[src/rtl/mem_arbiter_if.sv]
// Request, memory-port and status signals shared by the arbiter and its environment.
// master is the arbiter side, slave is the requester/memory side.
interface mem_arbiter_if;
    logic        i_req;
    logic [31:0] i_addr;
    logic        i_ack;
    logic [31:0] i_rdata;
    logic        d_req;
    logic        d_we;
    logic [31:0] d_addr;
    logic [31:0] d_wdata;
    logic [3:0]  d_be;
    logic        d_ack;
    logic [31:0] d_rdata;
    logic        m_req;
    logic        m_we;
    logic [31:0] m_addr;
    logic [31:0] m_wdata;
    logic [3:0]  m_be;
    logic        m_ready;
    logic [31:0] m_rdata;
    logic        err;
    logic        stall;

    modport master (
        input  i_req, i_addr, d_req, d_we, d_addr, d_wdata, d_be, m_ready, m_rdata,
        output i_ack, i_rdata, d_ack, d_rdata, m_req, m_we, m_addr, m_wdata, m_be, err, stall
    );

    modport slave (
        output i_req, i_addr, d_req, d_we, d_addr, d_wdata, d_be, m_ready, m_rdata,
        input  i_ack, i_rdata, d_ack, d_rdata, m_req, m_we, m_addr, m_wdata, m_be, err, stall
    );
endinterface

[src/rtl/mem_arbiter.sv]
// Two-requester (fetch/data) arbiter onto a single registered memory port,
// with fetch anti-starvation and a per-transaction wait timeout.
module mem_arbiter #(
    parameter int STARVE_MAX = 4,
    parameter int TIMEOUT    = 255
) (
    input  logic         clk,
    input  logic         reset,
    mem_arbiter_if.master bus,
    output logic [1:0]   o_dbg_state
);
    // Handshake: a requester holds x_req and its command until x_ack; the memory
    // completes the command in the cycle it drives m_ready=1 while m_req=1.
    typedef enum logic [1:0] {IDLE = 2'd0, GNT_I = 2'd1, GNT_D = 2'd2} state_t;

    localparam logic [3:0] LP_STARVE   = 4'(STARVE_MAX);
    localparam logic [7:0] LP_WAIT_END = 8'(TIMEOUT - 1);

    state_t      r_state, w_next_state;
    logic        r_m_req, r_m_we;
    logic [31:0] r_m_addr, r_m_wdata;
    logic [3:0]  r_m_be;
    logic        r_i_ack, r_d_ack, r_err;
    logic [31:0] r_i_rdata, r_d_rdata;
    logic [3:0]  r_starve;
    logic [7:0]  r_wait;
    logic        w_fetch_wins, w_grant_i, w_grant_d, w_done, w_timeout;

    always_comb begin
        w_next_state = r_state;
        w_fetch_wins = 1'b0;
        w_grant_i    = 1'b0;
        w_grant_d    = 1'b0;
        w_done       = 1'b0;
        w_timeout    = 1'b0;
        case (r_state)
            IDLE: begin
                // Priority is decided on raw requests; a winner still seeing its own ack
                // is a stale request, so nobody is granted that cycle.
                w_fetch_wins = bus.i_req & (~bus.d_req | (r_starve == LP_STARVE));
                w_grant_i    = w_fetch_wins & ~r_i_ack;
                w_grant_d    = ~w_fetch_wins & bus.d_req & ~r_d_ack;
                if (w_grant_i)      w_next_state = GNT_I;
                else if (w_grant_d) w_next_state = GNT_D;
            end
            GNT_I, GNT_D: begin
                if (bus.m_ready)                w_done    = 1'b1;
                else if (r_wait == LP_WAIT_END) w_timeout = 1'b1;
                if (w_done | w_timeout) w_next_state = IDLE;
            end
            default: w_next_state = IDLE;
        endcase
    end

    always_ff @(posedge clk or negedge reset) begin
        if (!reset) begin
            r_state   <= IDLE;
            r_m_req   <= 1'b0;
            r_m_we    <= 1'b0;
            r_m_addr  <= 32'h0;
            r_m_wdata <= 32'h0;
            r_m_be    <= 4'h0;
            r_i_ack   <= 1'b0;
            r_d_ack   <= 1'b0;
            r_err     <= 1'b0;
            r_i_rdata <= 32'h0;
            r_d_rdata <= 32'h0;
            r_starve  <= 4'h0;
            r_wait    <= 8'h0;
        end else begin
            r_state <= w_next_state;
            r_i_ack <= 1'b0;
            r_d_ack <= 1'b0;
            r_err   <= 1'b0;
            if (w_grant_i) begin
                r_m_req   <= 1'b1;
                r_m_we    <= 1'b0;
                r_m_addr  <= bus.i_addr & 32'hFFFF_FFFC;
                r_m_wdata <= 32'h0;
                r_m_be    <= 4'hF;
                r_wait    <= 8'h0;
                r_starve  <= 4'h0;
            end else if (w_grant_d) begin
                r_m_req   <= 1'b1;
                r_m_we    <= bus.d_we;
                r_m_addr  <= bus.d_addr;
                r_m_wdata <= bus.d_wdata;
                r_m_be    <= bus.d_we ? bus.d_be : 4'hF;
                r_wait    <= 8'h0;
                if (!bus.i_req)                r_starve <= 4'h0;
                else if (r_starve != LP_STARVE) r_starve <= r_starve + 4'd1;
            end
            if (w_done | w_timeout) begin
                r_m_req <= 1'b0;
                r_err   <= w_timeout;
                if (r_state == GNT_I) begin
                    r_i_ack   <= 1'b1;
                    r_i_rdata <= w_done ? bus.m_rdata : 32'h0;
                end else begin
                    r_d_ack <= 1'b1;
                    if (w_timeout)    r_d_rdata <= 32'h0;
                    else if (!r_m_we) r_d_rdata <= bus.m_rdata;
                end
            end else if (r_state != IDLE) begin
                r_wait <= r_wait + 8'd1;
            end
        end
    end

    assign bus.m_req    = r_m_req;
    assign bus.m_we     = r_m_we;
    assign bus.m_addr   = r_m_addr;
    assign bus.m_wdata  = r_m_wdata;
    assign bus.m_be     = r_m_be;
    assign bus.i_ack    = r_i_ack;
    assign bus.d_ack    = r_d_ack;
    assign bus.err      = r_err;
    assign bus.i_rdata  = r_i_rdata;
    assign bus.d_rdata  = r_d_rdata;
    assign bus.stall    = (bus.i_req & ~r_i_ack) | (bus.d_req & ~r_d_ack);
    assign o_dbg_state  = r_state;
endmodule

[src/flat_wrapper.sv]
// flat-port wrapper written by rule: the top's interface ports become plain ports
module mem_arbiter_flat 
#(
    parameter int STARVE_MAX = 4,
    parameter int TIMEOUT    = 255
)
  (clk, reset, o_dbg_state, bus_i_req, bus_i_addr, bus_d_req, bus_d_we, bus_d_addr, bus_d_wdata, bus_d_be, bus_m_ready, bus_m_rdata, bus_i_ack, bus_i_rdata, bus_d_ack, bus_d_rdata, bus_m_req, bus_m_we, bus_m_addr, bus_m_wdata, bus_m_be, bus_err, bus_stall);
  mem_arbiter_if bus_i ();
  input  logic clk;
  input  logic reset;
  output logic [1:0] o_dbg_state;
  input wire logic [$bits(bus_i.i_req)-1:0] bus_i_req;
  input wire logic [$bits(bus_i.i_addr)-1:0] bus_i_addr;
  input wire logic [$bits(bus_i.d_req)-1:0] bus_d_req;
  input wire logic [$bits(bus_i.d_we)-1:0] bus_d_we;
  input wire logic [$bits(bus_i.d_addr)-1:0] bus_d_addr;
  input wire logic [$bits(bus_i.d_wdata)-1:0] bus_d_wdata;
  input wire logic [$bits(bus_i.d_be)-1:0] bus_d_be;
  input wire logic [$bits(bus_i.m_ready)-1:0] bus_m_ready;
  input wire logic [$bits(bus_i.m_rdata)-1:0] bus_m_rdata;
  output wire logic [$bits(bus_i.i_ack)-1:0] bus_i_ack;
  output wire logic [$bits(bus_i.i_rdata)-1:0] bus_i_rdata;
  output wire logic [$bits(bus_i.d_ack)-1:0] bus_d_ack;
  output wire logic [$bits(bus_i.d_rdata)-1:0] bus_d_rdata;
  output wire logic [$bits(bus_i.m_req)-1:0] bus_m_req;
  output wire logic [$bits(bus_i.m_we)-1:0] bus_m_we;
  output wire logic [$bits(bus_i.m_addr)-1:0] bus_m_addr;
  output wire logic [$bits(bus_i.m_wdata)-1:0] bus_m_wdata;
  output wire logic [$bits(bus_i.m_be)-1:0] bus_m_be;
  output wire logic [$bits(bus_i.err)-1:0] bus_err;
  output wire logic [$bits(bus_i.stall)-1:0] bus_stall;
  assign bus_i.i_req = bus_i_req;
  assign bus_i.i_addr = bus_i_addr;
  assign bus_i.d_req = bus_d_req;
  assign bus_i.d_we = bus_d_we;
  assign bus_i.d_addr = bus_d_addr;
  assign bus_i.d_wdata = bus_d_wdata;
  assign bus_i.d_be = bus_d_be;
  assign bus_i.m_ready = bus_m_ready;
  assign bus_i.m_rdata = bus_m_rdata;
  assign bus_i_ack = bus_i.i_ack;
  assign bus_i_rdata = bus_i.i_rdata;
  assign bus_d_ack = bus_i.d_ack;
  assign bus_d_rdata = bus_i.d_rdata;
  assign bus_m_req = bus_i.m_req;
  assign bus_m_we = bus_i.m_we;
  assign bus_m_addr = bus_i.m_addr;
  assign bus_m_wdata = bus_i.m_wdata;
  assign bus_m_be = bus_i.m_be;
  assign bus_err = bus_i.err;
  assign bus_stall = bus_i.stall;
  mem_arbiter #(.STARVE_MAX(STARVE_MAX), .TIMEOUT(TIMEOUT)) u_core (.clk(clk), .reset(reset), .bus(bus_i), .o_dbg_state(o_dbg_state));
endmodule
[config.mk]
export PLATFORM = sky130hd
export DESIGN_NAME = mem_arbiter_flat
export DESIGN_NICKNAME = d
export VERILOG_FILES = /design/src/rtl/mem_arbiter_if.sv /design/src/rtl/mem_arbiter.sv /design/src/flat_wrapper.sv
export SDC_FILE = /design/constraint.sdc
export NUM_CORES = 1
export LEC_CHECK = 0
export BUFFER_PORTS_ARGS = -buffer_cell sky130_fd_sc_hd__clkbuf_2
export CAP_MARGIN = 25
export CORE_MARGIN = 2
export CORE_UTILIZATION = 40
export DETAILED_ROUTE_END_ITERATION = 12
export GPL_TIMING_DRIVEN = 0
export PLACE_DENSITY = 0.65
export REMOVE_ABC_BUFFERS = 1
export SLEW_MARGIN = 10
export SYNTH_ARGS = -nofsm -noshare
export SYNTH_HDL_FRONTEND = slang
export SYNTH_SLANG_ARGS = --single-unit
[constraint.sdc]
create_clock -name clk -period 2.6 [get_ports clk]
set_input_delay 0.26 -clock clk [delete_from_list [all_inputs] [get_ports clk]]
set_output_delay 0.26 -clock clk [all_outputs]
set_load 0.01 [all_outputs]
# After elaboration in Yosys (flattened, before gate mapping)
# Index checks and enable logic that the tools add are counted.
# word_totals
elab_cells,89
out_inout_bits,140
register_bits,151
in_bits,138
# classes
mux,41
add_sub_neg,2
reduce_logical,9
eq_ne,9
bitwise,15
# op_table
op,n
$mux 32,7
$mux 8,4
$mux 4,7
$mux 1,19
$add 8x1->8 const B,1
$eq 8x8->1 const B,1
$and 1x1->1,6
$mux 2,3
$ne 3x1->1 const B,2
$reduce_and 2->1,3
$not 1->1,5
$add 4x1->4 const B,1
$eq 4x3->1 const B,1
$ne 4x3->1 const B,1
$or 1x1->1,4
$pmux 2 s2,1
$reduce_bool 2->1,2
$reduce_and 3->1,1
$reduce_bool 3->1,1
$eq 2x1->1 const B,1
$eq 2x2->1 const B,1
$logic_not 2->1,1
$ne 2x1->1 const B,1
$ne 2x2->1 const B,1
$reduce_or 2->1,1

# Longest topological paths before layout
# depth
word_depth,11
ltp_mapped,8
depth_no_buf,6

# Worst setup path before layout
# No wires, ideal clock.
# synth_timing
kind,register to register
startpoint,register u_core.r_state[1] (netlist: u_core.o_dbg_state[1])
endpoint,register u_core.r_m_addr[10] (netlist: u_core.bus.m_addr[10])
t_required_ns,2.473
stages_incl_launch_ff,9
setup_slack_ns,0.370
arrival_ns,2.102
path_buffers,2
setup_ns,0.127
period_less_slack_ns,2.230
path_cell_list,dfrtp_1 -> inv_1 -> ha_1 -> buf_2 -> clkinv_1 -> a211oi_2 -> buf_2 -> mux2_2 -> mux2_1
# synth_between
elab_chain_len,3
elab_cells_between_ends,5
classes_between,mux (3); reduce/logical (2)
# synth_rtl
item,line_no,rtl
"start, declared",mem_arbiter.sv:19,"state_t r_state, w_next_state;"
"start signal, assigned",mem_arbiter.sv:71,r_state <= w_next_state;
$logic_not 2->1 (*),-,
$mux 1,mem_arbiter.sv:36,case (r_state)
$mux 32 or $reduce_bool 2->1 (tied branches),-,
"end signal, assigned",mem_arbiter.sv:78,r_m_addr <= bus.i_addr & 32'hFFFF_FFFC;
"end signal, assigned",mem_arbiter.sv:86,r_m_addr <= bus.d_addr;
"end, declared",mem_arbiter.sv:21,"logic [31:0] r_m_addr, r_m_wdata;"
# Mark *: on every way between the ends. The rest lies on a longest branch, timed or not.
# A chain may end at the register's enable or synchronous reset.

# Worst setup path in the final report
# layout_timing
startpoint,register u_core.r_state[0] (netlist: u_core.o_dbg_state[0])
endpoint,register u_core.r_m_addr[15] (netlist: u_core.bus.m_addr[15])
# Same word-level chain as after synthesis.

==> summary.md <==
| Metric | Value |
|---|---|
| Final min period | 2430 ps |
| Placed cells | 973 |
| Dominant cells by area after synthesis | dfrtp_1 (59%), a22o_1 (9.0%), mux2_2 (6.3%), mux2i_1 (5.2%), mux2_1 (4.2%) |
| Total clock buffers created by CTS | 17 |
| Synth area leader | dfrtp_1 |
| Synth Cell Area | 6410 sq um |
| Critical path endpoint category | flip-flop |
| Initial core utilization | 40.6% |
| First-pass GRT wire length | 25800 um |
| Lkg Pwr | 4.74 nW |
| Fmax | 411 MHz |
| DR iter-0 viols | 211 |
| DR WL/cell | 16.3 um |
| Outcome | complete, no violations |
| Post-place setup slack | -385 ps |
| Fin Clk Skew | 9.46 ps |
| Via count of the first global-routing pass | 5114 |
| Commonest non-fill, non-tap cell in the layout | clkbuf_2 |
| Clk pin slew, worst setup/hold paths | 70 ps |
| Worst-path fanout max | 20 |
| P&R area growth vs syn | 36.8% |
| Hold-critical path depth | 2 |
| Iteration count of the initial detailed-routing pass | 5 |
| Critical path class | flip-flop to flip-flop |
| Final worst slack | 166 ps |
| Grt ovf | 0 |
| GP Congestion | 0.792 |
| RSZ-0062 raised after global routing | no |
| Port Buf Inserts | 275 |
| VDD IR max | 0.544 mV |
| Reg2Reg Depth | 7 |
| Mapped Cells | 502 |
| Max Cap Viol | 0 |
| Clock tree buffer depth | 2 |
| Total power | 0.0109 W |
| Via count | 5048 |
| Worst Tran Pin Value | 952 ps |
| FP Rows | 46 |
| CTS sink cnt | 151 |
| Fin Setup TNS | 0 ps |
| Startpoint types | flip-flop |
| Post-Route WL | 16400 um |
| WP data arrival | 2720 ps |
| CTS tree | done |
| Post-synth ARST share | 100% |
| Initial antenna violation count | 0 |
| Non-Filler Instances | 1011 |
| Fraction of layout cells with a size suffix above 1 | 45.9% |
| Post-route ant nets | 0 |
| Commonest non-fill, non-tap cells in the layout | clkbuf_2 (274), dfrtp_1 (151), a22o_1 (66) |
| Distinct cells, synth | 41 |
| Mapped Avg Cell Area | 12.8 sq um |
| Via-to-Cell Ratio | 4.99 |
| Synth Register Bits | 151 |
| Io pins | 278 |
| Clk root buf | clkbuf_16 |
| Die width | 131 um |
| Dpl hpwl | 11900 um |
| Main synth FF type | dfrtp_1 |
| Final Cycle Share | 93.6% |
| Final Max Slew Viols | 0 |
| Die span in y | 131 um |
| Final #Nets | 926 |
| N_diodes | 0 |
| Die area | 17000 sq um |
| Fill cells | 1374 |
| Max_slew headroom | 36.3% |
| Clock Latency Late Sink | 420 ps |
| Share of the synthesized area in the top cell type | 59.0% |
| Remaining DRCs | 0 |
| Final hold viol count | 0 |
| Pwr Density | 1250 nW/um^2 |
| Worst hold path type | primary input to flip-flop |
| Pin count of the biggest net entering global routing | 85 |
| CP required | 2890 ps |
| Post-synth EDFFs | 0 |
| Final setup viols | 0 |
| Gr usage total | 19.2% |
| Seq/Total Area, Yosys | 59.0% |
| Htree depth | 4 |
| Core area | 15800 sq um |
| Synth warnings | 0 |
-- cell families after synthesis --
| group | count (synthesis) | synth area share, % |
|---|---|---|
| compound gates | 106 | 13.5 |
| xor+xnor | 2 | 0.273 |
| fa+ha+maj | 6 | 1.17 |
| buf+inv | 73 | 4.94 |
| flops | 151 | 59.0 |
| mux | 93 | 15.7 |
| simple gates | 71 | 5.43 |
-- synth_stat cells (2+ instances only) --
library cell / n
a211oi_2: 2
a21o_1: 2
a21oi_1: 10
a22o_1: 66
a22oi_1: 2
and3_1: 2
buf_2: 16
buf_6: 3
clkbuf_1: 12
dfrtp_1: 151
ha_1: 6
inv_1: 41
mux2_1: 24
mux2_2: 36
mux2i_1: 33
nand2_1: 38
nand2b_1: 4
nand3_1: 5
nand3b_1: 2
nand4_1: 4
nor2_1: 3
nor2b_1: 3
nor3_1: 2
o211ai_1: 3
o21ai_0: 5
o22a_1: 4
o22ai_1: 2
o31ai_1: 4
or3_1: 2
or4_1: 3
xor2_1: 2
-- registers in the layout, summed over array words and instances, names as in the netlist --
register	cells
u_core.bus.d_rdata	32
u_core.bus.i_rdata	32
u_core.bus.m_addr	32
u_core.bus.m_wdata	32
u_core.r_wait	8
u_core.bus.m_be	4
u_core.r_starve	4
u_core.o_dbg_state	2
u_core.bus.d_ack	1
u_core.bus.err	1
u_core.bus.i_ack	1
u_core.bus.m_req	1
u_core.bus.m_we	1
-- path summary, 6_finish.rpt --
check	startpoint	end	slack, ps
min in group asynchronous	reset	u_core.bus.i_rdata[30]	390
worst min-delay path	bus_d_be[1]	u_core.bus.m_be[1]	50
max in group asynchronous	reset	u_core.bus.m_addr[29]	1390
worst min register to register	u_core.bus.m_addr[8]	u_core.bus.m_addr[8]	490
worst max register to register	u_core.o_dbg_state[0]	u_core.bus.m_addr[15]	170
worst max-delay path	u_core.o_dbg_state[0]	u_core.bus.m_addr[15]	170
-- power breakdown --
part	leakage, nW	internal (W)	switching (W)	total [W]
registers	1.85	0.00341	0.000590	0.00400
clock network	0.292	0.00155	0.00101	0.00256
logic	2.60	0.00208	0.00227	0.00435
-- stage by stage --
stage	area (sq um)	utilization (%)	hold WS, ps
after floorplan	6250	-	-35.6
after global placement	7890	50.1	471
after detailed placement	8100	51.3	294
after CTS	8740	55.4	37.8
after global routing	8760	55.6	47.8
final	8760	55.6	51.1
-- area by class of cell --
type,count,area (sq um),area share (%)
clock buffer,19,443,5.06
timing repair buffer,292,1610,18.3
sequential,151,3780,43.1
multi-input combinational,278,2340,26.7
inverter,42,159,1.81
clock inverter,13,169,1.93
tap,216,270,3.08
-- routing by layer --
| metal | track usage, % | routed length (um) | part of all wire, % | up-vias |
|---|---|---|---|---|
| li1 | - | - | - | 2346 |
| met1 | 23.8 | 6740 | 41 | 2497 |
| met5 | 0 | 0 | 0 | - |
| met4 | 6.07 | 226 | 1.4 | 0 |
| met2 | 31.6 | 8130 | 49 | 188 |
| met3 | 7.04 | 1340 | 8.2 | 17 |
-- worst max-delay path, cell delays in order (launching register included) --
cell and delay [ps]:
dfrtp_1 410, inv_1 90, ha_2 310, clkinv_2 220
a211oi_4 380, buf_8 230, mux2_2 360, mux2_1 290
-- timing repair --
item                                    4_1_cts  5_1_grt
endpoints found under the setup margin       34       11
pin swaps                                     1        1
setup buffers                                 2        3
hold endpoints to repair                     67        0
resized for setup                             2        0
hold buffers                                  1        0
Power figures use the tool's default switching activity.
